--- src/rtl/lea_block_xor_seq.sv ---
// lea_block_xor_seq: sequential LEA key-mixing engine.
// XORs an NWORDS-word block with a same-width round key, LANES words per
// cycle, between a valid/ready input handshake and a valid/ready output
// handshake. One block is in flight at a time.
// Optional build macro: LEA_XOR_ZEROIZE_EN clears the work and key registers
// on the output handshake so no key material lingers once a result is taken.
module lea_block_xor_seq #(
    parameter int WORD_W = 32,
    parameter int NWORDS = 4,
    parameter int LANES  = 1
) (
    input  logic                     clk,
    input  logic                     rst_n,
    input  logic                     in_valid,
    output logic                     in_ready,
    input  logic [NWORDS*WORD_W-1:0] block_in,
    input  logic [NWORDS*WORD_W-1:0] key_in,
    output logic                     out_valid,
    input  logic                     out_ready,
    output logic [NWORDS*WORD_W-1:0] result,
    output logic                     busy
);

    localparam int BLK_W   = NWORDS * WORD_W;
    localparam int NGROUPS = NWORDS / LANES;
    localparam int CNT_W   = (NGROUPS > 1) ? $clog2(NGROUPS) : 1;
    localparam logic [CNT_W-1:0] CNT_LAST = CNT_W'(NGROUPS - 1);

    // Lanes must tile the block exactly; otherwise the last group would be ragged.
    generate
        if ((LANES < 1) || (NWORDS % LANES != 0)) begin : g_bad_lanes
            $error("lea_block_xor_seq: NWORDS must be a multiple of LANES");
        end
    endgenerate

    typedef enum logic [1:0] {
        S_IDLE = 2'd0,
        S_RUN  = 2'd1,
        S_DONE = 2'd2
    } state_t;

    state_t             state_q, state_d;
    logic [BLK_W-1:0]   work_q, work_d;
    logic [BLK_W-1:0]   key_q, key_d;
    logic [BLK_W-1:0]   work_xor;
    logic [CNT_W-1:0]   cnt_q, cnt_d;

    // Per-word candidate: words in the group selected by the counter get the
    // key XORed in, every other word passes through unchanged.
    generate
        for (genvar gi = 0; gi < NWORDS; gi++) begin : g_word
            localparam logic [CNT_W-1:0] GRP = CNT_W'(gi / LANES);
            assign work_xor[gi*WORD_W +: WORD_W] =
                (cnt_q == GRP) ? (work_q[gi*WORD_W +: WORD_W] ^ key_q[gi*WORD_W +: WORD_W])
                               : work_q[gi*WORD_W +: WORD_W];
        end
    endgenerate

    // Next-state, datapath updates and handshake outputs.
    always_comb begin
        state_d   = state_q;
        work_d    = work_q;
        key_d     = key_q;
        cnt_d     = cnt_q;
        in_ready  = 1'b0;
        out_valid = 1'b0;
        busy      = 1'b1;
        case (state_q)
            S_IDLE: begin
                in_ready = 1'b1;
                busy     = 1'b0;
                if (in_valid) begin
                    work_d  = block_in;
                    key_d   = key_in;
                    cnt_d   = '0;
                    state_d = S_RUN;
                end
            end
            S_RUN: begin
                work_d = work_xor;
                if (cnt_q == CNT_LAST) begin
                    cnt_d   = '0;
                    state_d = S_DONE;
                end else begin
                    cnt_d = cnt_q + CNT_W'(1);
                end
            end
            S_DONE: begin
                out_valid = 1'b1;
                if (out_ready) begin
                    state_d = S_IDLE;
`ifdef LEA_XOR_ZEROIZE_EN
                    work_d  = '0;
                    key_d   = '0;
`endif
                end
            end
            default: begin
                state_d = S_IDLE;
            end
        endcase
    end

    // State and datapath registers with asynchronous clear.
    always_ff @(posedge clk or negedge rst_n) begin
        if (!rst_n) begin
            state_q <= S_IDLE;
            work_q  <= '0;
            key_q   <= '0;
            cnt_q   <= '0;
        end else begin
            state_q <= state_d;
            work_q  <= work_d;
            key_q   <= key_d;
            cnt_q   <= cnt_d;
        end
    end

    // The work register is only complete in DONE; out_valid qualifies it.
    assign result = work_q;

endmodule

--- config.mk ---
export PLATFORM = sky130hd
export DESIGN_NAME = lea_block_xor_seq
export DESIGN_NICKNAME = d
export VERILOG_FILES = /design/src/rtl/lea_block_xor_seq.sv
export SDC_FILE = /design/constraint.sdc
export NUM_CORES = 1
export LEC_CHECK = 0
export CORE_ASPECT_RATIO = 1.2
export CORE_UTILIZATION = 44
export DETAILED_ROUTE_END_ITERATION = 8
export GPL_TIMING_DRIVEN = 0
export PLACE_DENSITY = 0.78
export SLEW_MARGIN = 20
export SYNTH_ARGS = -nofsm -noshare
export SYNTH_HDL_FRONTEND = slang
export SYNTH_SLANG_ARGS = --single-unit
export TNS_END_PERCENT = 5
--- constraint.sdc ---
create_clock -name clk -period 1.46 [get_ports clk]
set_input_delay 0.146 -clock clk [delete_from_list [all_inputs] [get_ports clk]]
set_output_delay 0.146 -clock clk [all_outputs]
set_load 0.05 [all_outputs]
==> results_dict.tcl <==
set metrics [dict create \
    synth_simple_gate_area_share_pct 18.2 \
    synth_xor_xnor_area_share_pct 0 \
    grt_use_total_pct 29.6 \
    postLayoutSetupSlackWorst_ns -0.443 \
    placement.io_buffers 390 \
    die_w_um 163 \
    first_global_vias 12812 \
    remaining_drc_errors 0 \
    dieHeight_um 196 \
    timing.setup.critical_path_class "reg -> out" \
    most_frequent_cells_in_the_layout "dfrtp_1, clkdlybuf4s50_1, mux2_4" \
    met3WireLength_mm 3.72 \
    timing.reg2reg.worst_path_depth 8 \
    tritoncts_num_sinks 260 \
    worst_hold_path_type "in -> reg" \
    final.fill_count 2310 \
    utilization_pct 66.0 \
    post_drt_via_cell_ratio 5.92 \
    grt_overflow_total 0 \
    routed_wire_length_per_instance_um 23.7 \
    clock_insertion_delay_worst_skew_ns 0.54 \
    cts-buffers-inserted 28 \
    worst_pin_slew_ns 0.734 \
    final_max_slew_viol_count 0 \
    syn-mean-instance-area_um2 11.2 \
    antenna_violations_before_repair 6 \
    max-clock-path-buffers 3 \
    violations "negative setup slack" \
    start_util_pct 44.9 \
    synth_compound_gate_area_share_pct 15.6 \
    worstSetupEndpointType "primary output" \
    fin_worst_hold_slack_ns 0.198 \
    design.final.nets 1946 \
    cp.arrival_ns 1.76 \
    number_of_instances_on_the_worst_hold_path 2 \
    detailedRoute.firstIterationViolations 888 \
    power.density_cell_area_nw_per_um2 2640 \
    ys_dominant_reg_cell "dfrtp_1" \
    netlist_instances 1224 \
    via_count 12461 \
    critical_path_fanouts_max 4 \
    timing.final.setup_violations 263 \
    dpl.hpwl_mm 33.5 \
    drtAntennaViolNets 0 \
    highest_layer "met5" \
    routabilityCongestion 0.866 \
    layout_worst_path_cycle_share_pct 130 \
    finalCriticalPeriod_ns 1.90 \
    mappedNetlistArea_um2 13800 \
    mostFrequentLayoutCell "dfrtp_1" \
    synth_cell_types 39 \
    post_route_cells_drive_above_1_share_pct 31.9 \
    wl_met1_mm 19.1 \
    synth-seq-area-share_pct 47.3 \
    placement.cell_area_um2 18300 \
    worst_ep_required_time_ns 1.31 \
    synth-edff-count 0 \
    layout-area-overhead-vs-synth_pct 46.9 \
    drt_first_pass_iters 5 \
    h-tree-depth 1 \
    yosys_warnings 0 \
    wl_met2_mm 25.2 \
    multiInputGateArea_um2 7160 \
    ir_drop_mv 1.38 \
    maxCapViolCount 0 \
    clock_skew_ns 0.00802 \
    synth.mux.area_fraction_pct 13.6 \
    floorplan.core_area_um2 30700 \
    pin_count 391 \
    final_count_of_hold_timing_violations 0 \
    fin_total_pwr_w 0.0534 \
    synthesis.nets 1488 \
    outcome "complete, but fails checks" \
    drt-total-wl_mm 49.9 \
    final-seq-area_um2 6510 \
    dieArea_um2 32000 \
    clock_tree_from_tritoncts "yes" \
    cp-start-kind "flop" \
    post-place-ws_ns -0.930 \
    synth_adder_area_share_pct 0.364 \
    cts.clk_slew.worst_paths_ns 0.06 \
    design_area_um2 20200 \
    synth_top_family_by_area "simple AND/OR/NAND/NOR gates" \
    async_reset_ff_share_pct 100 \
    grt_setup_unrepaired "true" \
    static_leak_nw 8.60 \
    synth.ff_latch_count 260 \
    fmax_ghz 0.526 \
    grt_max_degree 94 \
    first_pass_grt_wire_length_mm 73.7 \
    slew_headroom_pct 51.0 \
    root_buffer "clkbuf_16" \
    fp-row-count 70 \
]
[cell type report]
class | instances | share of cell area [%]
Sequential cell | 260 | 32.2
Antenna cell | 6 | 0.0742
Buffer | 113 | 6.22
Clock buffer | 43 | 4.24
Clock inverter | 8 | 0.359
Inverter | 5 | 0.130
Multi-Input combinational cell | 845 | 35.4
Timing Repair Buffer | 429 | 19.0
Tap cell | 396 | 2.45
[worst max-delay path: stages (launching register included)]
cell,delay (ns)
dfrtp_1,0.38
buf_6,0.13
buf_12,0.12
buf_12,0.11
buf_12,0.11
nand2b_4,0.14
clkinvlp_4,0.07
buf_8,0.14
[stage by stage]
| step | instances | setup TNS (ns) |
|---|---|---|
| finish | 2105 | -74.38 |
| global route | 2104 | -92.58 |
| CTS | 2085 | -73.79 |
| detailed placement | 2012 | -109.85 |
| global placement | 2010 | -3042.34 |
| floorplan | 1224 | -0.712 |
[routing by layer]
layer  vias to the layer above  track usage [%]
li1                       5496                -
met5                         -                0
met3                       111             5.81
met4                         2             11.7
met1                      6312             37.0
met2                       540             50.2
[synth_stat cells, types with 8 or more instances]
cell | n | share of area, %
o21ai_0 | 15 | 0.55
and4bb_2 | 13 | 1.2
nor3b_1 | 23 | 1.3
nand3_1 | 30 | 1.1
buf_6 | 10 | 0.82
and2_1 | 26 | 1.2
mux2_4 | 100 | 11
a21oi_1 | 97 | 3.5
nand2_1 | 26 | 0.71
mux2_1 | 20 | 1.6
buf_2 | 37 | 1.3
nor2b_1 | 101 | 4.6
o21ai_1 | 91 | 3.3
o31ai_1 | 97 | 5.3
a31oi_1 | 49 | 2.2
dfrtp_1 | 260 | 47
mux2_2 | 8 | 0.65
buf_8 | 10 | 1.1
clkbuf_1 | 53 | 1.4
nor4bb_1 | 83 | 6.0
or3_1 | 26 | 1.2
[power by group]
part / internal (W) / total (W) / switching [W]
logic: 0.0138 / 0.0320 / 0.0182
registers: 0.0109 / 0.0142 / 0.00328
clock network: 0.00421 / 0.00723 / 0.00302
total: 0.0289 / 0.0534 / 0.0245
[path summary, 6_finish.rpt]
check	start	to	slack, ns
worst max-delay path	state_q[0]$_DFFE_PN0P_	out_valid	-0.44
worst min-delay path	key_in[125]	key_q[125]$_DFFE_PN0P_	0.20
worst max register to register	state_q[0]$_DFFE_PN0P_	result[85]$_DFFE_PN0P_	-0.39
worst min register to register	key_q[124]$_DFFE_PN0P_	key_q[124]$_DFFE_PN0P_	0.49
max in group asynchronous	rst_n	result[7]$_DFFE_PN0P_	0.30
min in group asynchronous	rst_n	key_q[124]$_DFFE_PN0P_	0.22
[kinds of logic after synthesis]
group | after synthesis
muxes | 132
DFF | 260
and+or+nand+nor | 349
adders and majority gates | 4
buffers and inverters | 119
AOI/OAI and AO/OA | 360
[registers in the layout, summed over array words and instances (netlist names)]
register	count
key_q	128
cnt_q	2
result	128
state_q	2
[repair_timing]
| item | 4_1_cts | 5_1_grt |
|---|---|---|
| hold buffers | 1 | 0 |
| gates resized for setup | 558 | 334 |
| endpoints found under the hold margin | 86 | 0 |
| setup endpoints to repair | 385 | 339 |
| pin swaps | 18 | 36 |
| cloned | 2 | 7 |
| buffers inserted | 19 | 9 |
Power figures use the tool's default switching activity.
==> variant: new RTL, config.mk and constraints unchanged <==
Set the parameter `WORD_W` to 48 (it was 32).
--- a/src/rtl/lea_block_xor_seq.sv
+++ b/src/rtl/lea_block_xor_seq.sv
@@ -6,5 +6,5 @@
 // on the output handshake so no key material lingers once a result is taken.
 module lea_block_xor_seq #(
-    parameter int WORD_W = 32,
+    parameter int WORD_W = 48,
     parameter int NWORDS = 4,
     parameter int LANES  = 1
Ports: changed (resized block_in, key_in and result); port bits go from 391 to 583. The function was not compared with the original's and may differ.
==> variant against the unedited design <==
The flow finishes with violations (negative hold slack, negative setup slack). Worst setup slack got worse by 13 ps. Sequential cell count rose by 128. Design area grew 49%. Synthesized area rose by 42%. First-iteration DRC count rose by 14%. Routed wire length is 59% higher. Count of clock-buffer cells in the layout increased by 20. Total power up 50%. Hold slack lost 660 ps. Critical path type unchanged. Largest cell class unchanged.
==> variant: results <==
{
  "crit_start": "state_q[1]$_DFFE_PN0P_",
  "grt_max_degree": 92,
  "hold_ws_ps": -467,
  "cts_buffers": 42,
  "setup_viol": 536,
  "async_flop_share": 1.00,
  "final_cells": 3071,
  "ys_types": 29,
  "clockBufferDepth": 3,
  "wl_met1_um": 29400,
  "antenna_left": 0,
  "drive_above_1_share": 0.273,
  "synthTopCellsByCount": "dfrtp_1, mux2_2, nor2b_1, o31ai_1, a21oi_1",
  "synthTopCellsByArea": "dfrtp_1, mux2_2, nor4bb_1",
  "regToRegSetupSlack_ps": -380,
  "peakVddDrop_mv": 1.55,
  "drt-total-wl_um": 79200,
  "dr_wl_met2_um": 39000,
  "clkTransAtPathRegs_ps": 60,
  "reg2reg_depth": 8,
  "dpl.hpwl_um": 54700,
  "seq_area_frac_synth": 0.497,
  "hold_path.class": "in2async",
  "cp_slowest_stage_delay_ps": 380,
  "cellLeakagePower_nw": 12.6,
  "outcome": "finished, violations left",
  "rr_endpoint": "result[26]$_DFFE_PN0P_",
  "crit_family": "buffers and inverters",
  "vias": 18800,
  "syn_inst": 1792,
  "path_max_fanout": 6,
  "arrival_ps": 1770,
  "endpoint": "out_valid",
  "ys.flop_type": "dfrtp_1",
  "hold_viol": 65,
  "grt_util_all_layers": 0.330,
  "routed.top_layer": "met5",
  "grt_pass1_wl_um": 114000,
  "synth_warnings": 0,
  "setup_ws_ps": -455,
  "cts-root-buf": "clkbuf_16",
  "ctsHtreeMaxLevel": 2,
  "met3WireLength_um": 6040,
  "drt_iter0_drc": 1010,
  "drtPass1Iterations": 5,
  "syn_nets": 2184,
  "n_fill_cell": 3219,
  "violations": "negative hold slack, negative setup slack",
  "worst_skew_pair.late_latency_ps": 570,
  "worstMarginPinSlew_ps": 665,
  "post-place-cells": 2937,
  "fin_skew_ps": 16.4,
  "slowest_stage": "dfrtp_1",
  "finalWeightedCongestion": 0.902,
  "reg2reg_from": "state_q[1]$_DFFE_PN0P_",
  "portBuffers": 582,
  "antenna_found_initial": 17
}
-- variant: final cells by class --
type	instances	area share
antenna	14	0.00116
buffer	170	0.0644
clock buffer	63	0.0415
clock inverter	10	0.00331
inverter	6	0.000870
multi-input combinational	1225	0.341
sequential	388	0.322
tap	559	0.0231
timing repair buffer	636	0.203
-- variant: worst reg2reg max path, cell delays in order (launching register included) --
cell and delay, ps:
dfrtp_1 380, buf_8 150, buf_12 150, buf_4 160, buf_12 150, buf_4 140
buf_12 150, o31ai_1 290, o21ai_0 140
-- variant: where the power goes --
group          switching, mW  leakage [nW]  total (mW)  internal [mW]
Clock                   4.58         0.671        10.8           6.27
Combinational           27.8          7.27        48.0           20.2
Sequential              4.91          4.67        21.3           16.4
Total                   37.3          12.6        80.1           42.8
-- variant: metal layers --
| metal | vias up | global-route usage |
|---|---|---|
| met5 | - | 0 |
| met4 | 4 | 0.195 |
| met3 | 268 | 0.0771 |
| met2 | 961 | 0.554 |
| met1 | 9503 | 0.386 |
| li1 | 8086 | - |
-- variant: what timing repair did --
action | CTS | global route
resized for setup | 654 | 548
cloned | 4 | 3
endpoints found under the hold margin | 65 | 65
pin swaps | 13 | 8
setup buffers | 28 | 15
setup endpoints to repair | 583 | 611
-- variant: logic make-up after synthesis --
family / count (synthesis) / share of synthesized area
compound gates: 555 / 0.167
fa+ha+maj: 4 / 0.00256
buf+inv: 179 / 0.0403
mux: 197 / 0.113
flops: 388 / 0.497
simple gates: 469 / 0.180
-- variant: per-stage QoR --
stage / setup slack (ps) / instance area (um2) / setup TNS [ps]
after floorplan: -70.3 / 19700 / -16000
after global placement: -17350 / 26300 / -6934970
after detailed placement: -1070 / 26400 / -270380
after CTS: -469 / 28600 / -145640
after global routing: -490 / 30200 / -157370
final: -455 / 30200 / -131750
